### src/rtl/p4_router_pkg.sv
// Shared types for the P4 router ingress blocks: arbiter FSM states and counter width.
package p4_router_pkg;

   typedef enum logic {ING_ARB_IDLE, ING_ARB_PKT} ing_arb_state_t;

   localparam int ING_ARB_CNT_WIDTH = 32;

endpackage

### src/rtl/p4_router_rr_pick.sv
// Combinational round-robin picker: first requester strictly after 'last', wrapping N-1 -> 0.
module p4_router_rr_pick #(
   parameter int N  = 11,
   parameter int LW = $clog2(N)
) (
   input  logic [N-1:0]  req,
   input  logic [LW-1:0] last,
   output logic          any,
   output logic [LW-1:0] idx
);

   logic [2*N-1:0] dbl;
   logic [2*N-1:0] win;

   // Doubling the request vector turns the wrap into a plain window last+1 .. last+N.
   always_comb begin
      dbl = {req, req};
      win = '0;
      for (int j = 0; j < 2*N; j++) begin
         win[j] = dbl[j] && (j > int'(last)) && (j <= int'(last) + N);
      end
   end

   always_comb begin
      any = |req;
      idx = '0;
      for (int j = 2*N-1; j >= 0; j--) begin
         if (win[j]) idx = (j >= N) ? LW'(j - N) : LW'(j);
      end
   end

endmodule

### src/rtl/p4_router_vnp4_ing_arb.sv
// Packet-granular round-robin arbiter feeding the VNP4 ingress stream; zero-latency data mux.
// Optional per-port packet counters enabled by P4_ROUTER_ING_ARB_PKT_COUNT_EN.
module p4_router_vnp4_ing_arb
   import p4_router_pkg::*;
#(
   parameter int NUM_PORTS         = 11,
   parameter int DATA_BYTES        = 8,
   parameter int ING_PORT_ID_WIDTH = 4
) (
   input  logic                                   clk,
   input  logic                                   areset,
   input  logic [NUM_PORTS*DATA_BYTES*8-1:0]      s_tdata,
   input  logic [NUM_PORTS*DATA_BYTES-1:0]        s_tkeep,
   input  logic [NUM_PORTS-1:0]                   s_tlast,
   input  logic [NUM_PORTS-1:0]                   s_tvalid,
   output logic [NUM_PORTS-1:0]                   s_tready,
   output logic [DATA_BYTES*8-1:0]                m_tdata,
   output logic [DATA_BYTES-1:0]                  m_tkeep,
   output logic                                   m_tlast,
   output logic                                   m_tvalid,
   input  logic                                   m_tready,
   output logic [ING_PORT_ID_WIDTH-1:0]           user_metadata_in_ing_port,
   output logic                                   user_metadata_in_valid,
   output logic [NUM_PORTS*ING_ARB_CNT_WIDTH-1:0] pkt_count
);

   localparam int GW = $clog2(NUM_PORTS);
   localparam int DW = DATA_BYTES * 8;

   if (NUM_PORTS < 2) begin : g_chk_min
      $error("NUM_PORTS must be at least 2");
   end
   if (NUM_PORTS > 2**ING_PORT_ID_WIDTH) begin : g_chk_max
      $error("NUM_PORTS does not fit in ING_PORT_ID_WIDTH");
   end
   if (DATA_BYTES < 1) begin : g_chk_db
      $error("DATA_BYTES must be positive");
   end

   ing_arb_state_t state, state_nxt;
   logic [GW-1:0]  grant, grant_nxt;
   logic [GW-1:0]  last_grant, last_grant_nxt;
   logic           first_beat, first_beat_nxt;
   logic           pick_any;
   logic [GW-1:0]  pick_idx;
   logic           hs;

   p4_router_rr_pick #(.N(NUM_PORTS), .LW(GW)) u_pick (
      .req  (s_tvalid),
      .last (last_grant),
      .any  (pick_any),
      .idx  (pick_idx)
   );

   always_ff @(posedge clk or posedge areset) begin
      if (areset) begin
         state      <= ING_ARB_IDLE;
         grant      <= '0;
         last_grant <= GW'(NUM_PORTS - 1);
         first_beat <= 1'b1;
      end else begin
         state      <= state_nxt;
         grant      <= grant_nxt;
         last_grant <= last_grant_nxt;
         first_beat <= first_beat_nxt;
      end
   end

   assign hs = m_tvalid & m_tready;

   always_comb begin
      state_nxt      = state;
      grant_nxt      = grant;
      last_grant_nxt = last_grant;
      first_beat_nxt = first_beat;
      case (state)
         ING_ARB_IDLE: begin
            if (pick_any) begin
               grant_nxt = pick_idx;
               state_nxt = ING_ARB_PKT;
            end
         end
         ING_ARB_PKT: begin
            if (hs && m_tlast) begin
               last_grant_nxt = grant;
               first_beat_nxt = 1'b1;
               state_nxt      = ING_ARB_IDLE;
            end else if (hs) begin
               first_beat_nxt = 1'b0;
            end
         end
         default: state_nxt = ING_ARB_IDLE;
      endcase
   end

   // Outputs are forced to zero outside PKT so nothing leaks while idle or in reset.
   always_comb begin
      m_tdata  = '0;
      m_tkeep  = '0;
      m_tlast  = 1'b0;
      m_tvalid = 1'b0;
      s_tready = '0;
      if (state == ING_ARB_PKT) begin
         for (int i = 0; i < NUM_PORTS; i++) begin
            if (grant == GW'(i)) begin
               m_tdata     = s_tdata[i*DW +: DW];
               m_tkeep     = s_tkeep[i*DATA_BYTES +: DATA_BYTES];
               m_tlast     = s_tlast[i];
               m_tvalid    = s_tvalid[i];
               s_tready[i] = m_tready;
            end
         end
      end
   end

   assign user_metadata_in_ing_port = ING_PORT_ID_WIDTH'(grant);
   assign user_metadata_in_valid    = (state == ING_ARB_PKT) & m_tvalid & first_beat;

`ifdef P4_ROUTER_ING_ARB_PKT_COUNT_EN
   logic [NUM_PORTS-1:0][ING_ARB_CNT_WIDTH-1:0] cnt;

   always_ff @(posedge clk or posedge areset) begin
      if (areset) begin
         cnt <= '0;
      end else if (hs && m_tlast) begin
         cnt[grant] <= cnt[grant] + 1'b1;
      end
   end

   assign pkt_count = cnt;
`else
   assign pkt_count = '0;
`endif

endmodule

### config.mk
export PLATFORM = sky130hd
export DESIGN_NAME = p4_router_vnp4_ing_arb
export DESIGN_NICKNAME = d
export VERILOG_FILES = /design/src/rtl/p4_router_pkg.sv /design/src/rtl/p4_router_rr_pick.sv /design/src/rtl/p4_router_vnp4_ing_arb.sv
export SDC_FILE = /design/constraint.sdc
export NUM_CORES = 1
export LEC_CHECK = 0
export ABC_AREA = 1
export CAP_MARGIN = 5
export CORE_AREA = 5 5 480 482
export CTS_CLUSTER_DIAMETER = 40
export DETAILED_ROUTE_END_ITERATION = 16
export DIE_AREA = 0 0 485 487
export PLACE_DENSITY = 0.3
export SYNTH_ARGS = -nofsm -noshare
export SYNTH_HDL_FRONTEND = slang
export SYNTH_SLANG_ARGS = --single-unit
### constraint.sdc
create_clock -name clk -period 7.4 [get_ports clk]
set_clock_uncertainty 0.05 [all_clocks]
set_input_delay 1.11 -clock clk [delete_from_list [all_inputs] [get_ports clk]]
set_output_delay 1.11 -clock clk [all_outputs]
set_load 0.01 [all_outputs]
==> flow_summary_export.csv <==
group,metric,value,unit
setup_path,crit_fanout,47,
die,core-area,226000,um^2
synthesis,synthArstFlopShare,1.000,
synthesis,synth_top_area_frac,0.2486,
route,drc,0,
clock_tree,clock_latency,0.23,ns
finish,syn2layout_area_growth,106.0,%
route,postRouteAntennaNets,0,
global_route,overflow,0,
clock_tree,cts_resized,0,
synthesis,synth_edf_count,0,
synthesis,ys_seq_area_frac,0.02356,
timing,setup_viol,0,
setup_path,cp_slowest_cell,"a221oi_2",
clock_tree,htree_levels,1,
setup_path,crit_required,6.24,ns
die,die_w,485,um
global_route,grt_usage,0.1239,
status,status,"completed",
synthesis,syn_avg_cell_area,6.142,um^2
min_path,min_path_type,"reg2reg",
clock_tree,clockBufferDepth,2,
clock_tree,numCtsBuffers,3,
finish,drive_above_1_share,0.07238,
route,drtIter0Drc,941,
setup_path,worstSetupPathType,"reg2out",
finish,nets,3379,
setup_path,crit_chain,"nor2_4, buf_12, nand2_8, buf_4, nand3_1, o21ai_0, nand2_1, a221oi_2, nand2_1, a221oi_1, nand3_1, o211ai_1, inv_1, clkdlybuf4s50_1",
clock_tree,clock-sinks,10,
clock_tree,clk_pin_slew_worst_paths,0.04,ns
placement,post-dp-hpwl,136.5,mm
placement,place.gp.congestion,0.8070,
synthesis,yosys_register_bits,10,
synthesis,synth_cell_types,42,
setup_path,endpoint_kind,"primary output",
synthesis,synthesis.instances,1755,
synthesis,synth_warnings,0,
global_route,first_global_vias,16000,
setup_path,arrival,4.62,ns
synthesis,post-synth-top-area-cell,"buf_4",
timing,holdWs,0.4321,ns
timing,min_period,5.785,ns
timing,relSlewSlack,0.2830,
timing,fin_crit_sh,0.7817,
die,die_y,487,um
finish,layout_commonest_cell,"clkdlybuf4s50_1",
die,initial_core_util,0.04770,
die,ioPinCount,1259,
global_route,grt_pass1_wl,189.3,mm
pwr,power.density,378.9,nW/um^2
synthesis,synth.area.top_cells,"buf_4 25%, nand3_1 22%, a221oi_2 14%",
synthesis,ys_dominant_reg_cell,"dfrtp_1",
clock_tree,root_buffer,"clkbuf_16",
route,drt_wl_total,156.2,mm
route,wire_per_inst,28.01,um
timing,clock.fmax,0.1729,GHz
route,viasPerCell,2.908,
global_route,grt_antenna_before_repair,136,
clock_tree,cts_tree,"done",
global_route,grt_max_degree,93,
setup_path,cpPeakStageDelay,0.79,ns
finish,fillers,26540,
timing,tns,0,ns
timing,drv_slew,0,
synthesis,netlist_area,10780,um^2
placement,io_buffers,906,
timing,tightest_slew,1.076,ns
flow_run,maxCapViolations,0,
route,num_vias,16220,
timing,hold_viol,0,
setup_path,cp-start-kind,"flop",
die,die_area,236200,um^2
pwr,leakagePower,8.413,nW
finish,most-common-layout-cells,"906 x clkdlybuf4s50_1, 464 x nand3_1, 352 x conb_1",
timing,rsz0062_at_grt,"no",
die,fp-row-count,175,
pwr,vdd_drop_max,0.2656,mV
clock_tree,hold_buffers,0,
route,dr.pass1.iters,7,
clock_tree,post_cts_buffers,0,
report_power, final:
| group | leakage (nW) | switching [W] | total, W | internal (W) |
|---|---|---|---|---|
| Sequential | 0.118 | 0.0000816 | 0.000164 | 0.0000827 |
| Clock | 0.0382 | 0.0000247 | 0.0000968 | 0.0000721 |
| Combinational | 8.26 | 0.00545 | 0.00815 | 0.00271 |
critical path, delay by kind of cell (launching register included):
kind / cells / cell delay [ns]
and+or+nand+nor: 6 / 0.99
AOI/OAI and AO/OA: 4 / 1.33
DFF: 1 / 0.53
buffers and inverters: 4 / 1.41
through the flow:
step / cells / total power (W) / utilization / setup slack [ns] / area, um^2
after floorplan: 2106 / 0.003847 / - / 4.166 / 12100
after global placement: 5561 / 0.008673 / 0.09776 / 1.794 / 22090
after detailed placement: 5561 / 0.008645 / 0.09776 / 1.742 / 22090
after CTS: 5565 / 0.008767 / 0.09811 / 1.489 / 22170
after global routing: 5567 / 0.009057 / 0.09813 / 1.379 / 22170
final: 5578 / 0.008413 / 0.09825 / 1.615 / 22200
cell type report:
class                   count  area [um^2]  share of cell area
diodes                     13        32.53            0.001465
well taps                3009         3765              0.1696
inverters                 119        461.7             0.02080
clock buffers               4        78.83            0.003550
multi-input cells        1478         8144              0.3668
repair buffers            945         9462              0.4262
flip-flops and latches     10        257.7             0.01161
cell usage after synthesis (2+ instances only):
| cell | n |
|---|---|
| nand3_1 | 464 |
| buf_4 | 357 |
| nand2_1 | 263 |
| inv_1 | 110 |
| a221oi_2 | 99 |
| o211ai_1 | 74 |
| clkbuf_1 | 58 |
| o21ai_1 | 54 |
| buf_2 | 53 |
| nor2_1 | 36 |
| a221oi_1 | 30 |
| a21oi_1 | 25 |
| buf_1 | 24 |
| nand4_1 | 21 |
| o21ai_0 | 14 |
| inv_2 | 9 |
| dfrtp_1 | 7 |
| buf_6 | 6 |
| ha_1 | 5 |
| nor2_2 | 5 |
| nor3_1 | 5 |
| nand2_2 | 4 |
| dfstp_2 | 3 |
| nand2_4 | 3 |
| nor2_4 | 3 |
| o2111ai_1 | 3 |
| nand3_2 | 2 |
| nor4_1 | 2 |
| o21ai_2 | 2 |
| o31ai_1 | 2 |
per-layer routing:
layer	wire length, um	vias up	GRT usage
met2	77250	1111	0.2243
met4	2057	70	0.007845
met3	13080	196	0.03629
li1	-	7145	-
met1	63410	7700	0.1508
met5	441	-	0
final timing paths:
check                                                         startpoint                        end  depth (start not counted)  slack [ns]
worst min register to register                    first_beat$_DFFE_PP1P_     first_beat$_DFFE_PP1P_                          2        0.43
worst max-delay path            user_metadata_in_ing_port[3]$_DFFE_PP0P_                m_tdata[60]                         14        1.62
max in group asynchronous                                         areset     first_beat$_DFFE_PP1P_                          2        5.83
worst max register to register  user_metadata_in_ing_port[0]$_DFFE_PP0P_  last_grant[3]$_DFFE_PP1P_                         14        4.15
min in group asynchronous                                         areset            state$_DFF_PP0_                          2        1.15
worst min-delay path                              first_beat$_DFFE_PP1P_     first_beat$_DFFE_PP1P_                          2        0.43
state kept, by name (all words and copies together) (netlist names):
signal                     cells
first_beat                     1
last_grant                     4
state                          1
user_metadata_in_ing_port      4
logic make-up after synthesis:
kind of cell	count (synthesis)	synth area share
adders and majority gates	5	0.005804
AOI/OAI and AO/OA	309	0.2688
other	1	0.0003479
buffers and inverters	618	0.3500
DFF	10	0.02356
and+or+nand+nor	812	0.3515
(Power assumes the default switching activity.)
==> RTL change, RTL diff (same flow settings) <==
The parameter `NUM_PORTS` goes from 11 to 12.
--- a/src/rtl/p4_router_vnp4_ing_arb.sv
+++ b/src/rtl/p4_router_vnp4_ing_arb.sv
@@ -3,7 +3,7 @@
 module p4_router_vnp4_ing_arb
    import p4_router_pkg::*;
 #(
-   parameter int NUM_PORTS         = 11,
+   parameter int NUM_PORTS         = 12,
    parameter int DATA_BYTES        = 8,
    parameter int ING_PORT_ID_WIDTH = 4
 ) (
Ports: changed (6 resized); port bits go from 1259 to 1366. No check against the original RTL was run, so the function may have changed too.
==> RTL change against the original RTL <==
Synthesized area down 2.0%. Non-clock buffer count up 96. Sequential power is 13% higher. Sequential cell count did not move. Count of clock-buffer cells in the layout unchanged. Die area stayed put. Via count rose by 7.5%. Worst hold slack improved by 0.0020 ns. Maximum frequency down 13%. Setup slack got worse by 0.83 ns. Power down 2.1%. Routed wire length rose by 22%. Design area grew 3.1%. Global-route usage grew 2.7 points. Critical endpoint is now m_tkeep[7]. Largest cell class unchanged.
==> RTL change: results (changes against the original RTL) <==
met2 usage 0.273 (was 0.224); pin count of the biggest net entering global routing 70 (was 93); Total Routed Length 190000 µm (was 156000 µm); gpl congestion 0.834 (was 0.807); met1 usage 0.188 (was 0.151); met3 WL post-DR 14400 µm (was 13100 µm); VDD IR max 0.139 mV (was 0.266 mV); CP top delay family compound AO/OA/AOI/OAI gates (was buffers and inverters); layout cells sized above 1 0.0479 (was 0.0724); Buffers on Ports 981 (was 906); Fin Hold WS 0.434 ns (was 0.432 ns); most frequent cells after synthesis 391 x buf_4, 332 x nand2_1, 293 x nand3_1 (was 464 x nand3_1, 357 x buf_4, 263 x nand2_1); Worst Max-Slew Pin Slew 1.41 ns (was 1.08 ns); drt first pass iters 5 (was 7); wl on met1 78200 µm (was 63400 µm); outcome completed (unchanged); P_comb 0.00794 W (was 0.00815 W); initial antenna violation count 134 (was 136); nets@finish 3590 (was 3379); GRT Total Usage 0.151 (was 0.124); Iteration-0 DRC Markers 1149 (was 941); register area share after synthesis 0.0242 (was 0.0236); CP Max Fanout 69 (was 47); met2 wire len 95000 µm (was 77300 µm); Clock group 0.000109 W (was 0.0000968 W); depth of the most critical reg-to-reg path 17 (was 14); Post-CTS Setup Repair Bufs 0 (unchanged); count of different cell masters after synthesis 40 (was 42); Slowest Stage Delay on Critical Path 0.71 ns (was 0.79 ns); Layout fillers 26606 (was 26542); Post-DP HPWL 170000 µm (was 136000 µm); global-route wire length before repair 229000 µm (was 189000 µm); met3 usage 0.0393 (was 0.0363); H-tree depth 1 (unchanged); top cells by area, synth buf_4 28%, nand3_1 14%, nand2_1 12% (was buf_4 25%, nand3_1 22%, a221oi_2 14%); vias in the first global route 17756 (was 15996); hold path cells 2 (unchanged)
RTL change: per-stage QoR:
stage	util	instances	power, W	setup WS [ns]	cell area (µm²)
after floorplan	-	2166	0.00321	4.19	12000
after global placement	0.100	5693	0.00856	0.848	22700
after detailed placement	0.101	5696	0.00851	0.890	22700
after CTS	0.101	5700	0.00865	0.613	22800
after global routing	0.101	5708	0.00883	0.598	22800
final	0.101	5729	0.00824	0.786	22900
RTL change: cells by family after synthesis:
group | Yosys count | share of synthesized area
AOI/OAI and AO/OA | 485 | 0.314
adders and majority gates | 7 | 0.00829
buffers and inverters | 583 | 0.359
DFF | 10 | 0.0242
other | 1 | 0.000355
and+or+nand+nor | 697 | 0.294
RTL change: cell type report:
class                   instances  area share
flip-flops and latches         10      0.0113
clock buffers                   4     0.00388
well taps                    3009       0.164
inverters                      63      0.0107
multi-input cells            1573       0.351
diodes                         29     0.00317
repair buffers               1041       0.455
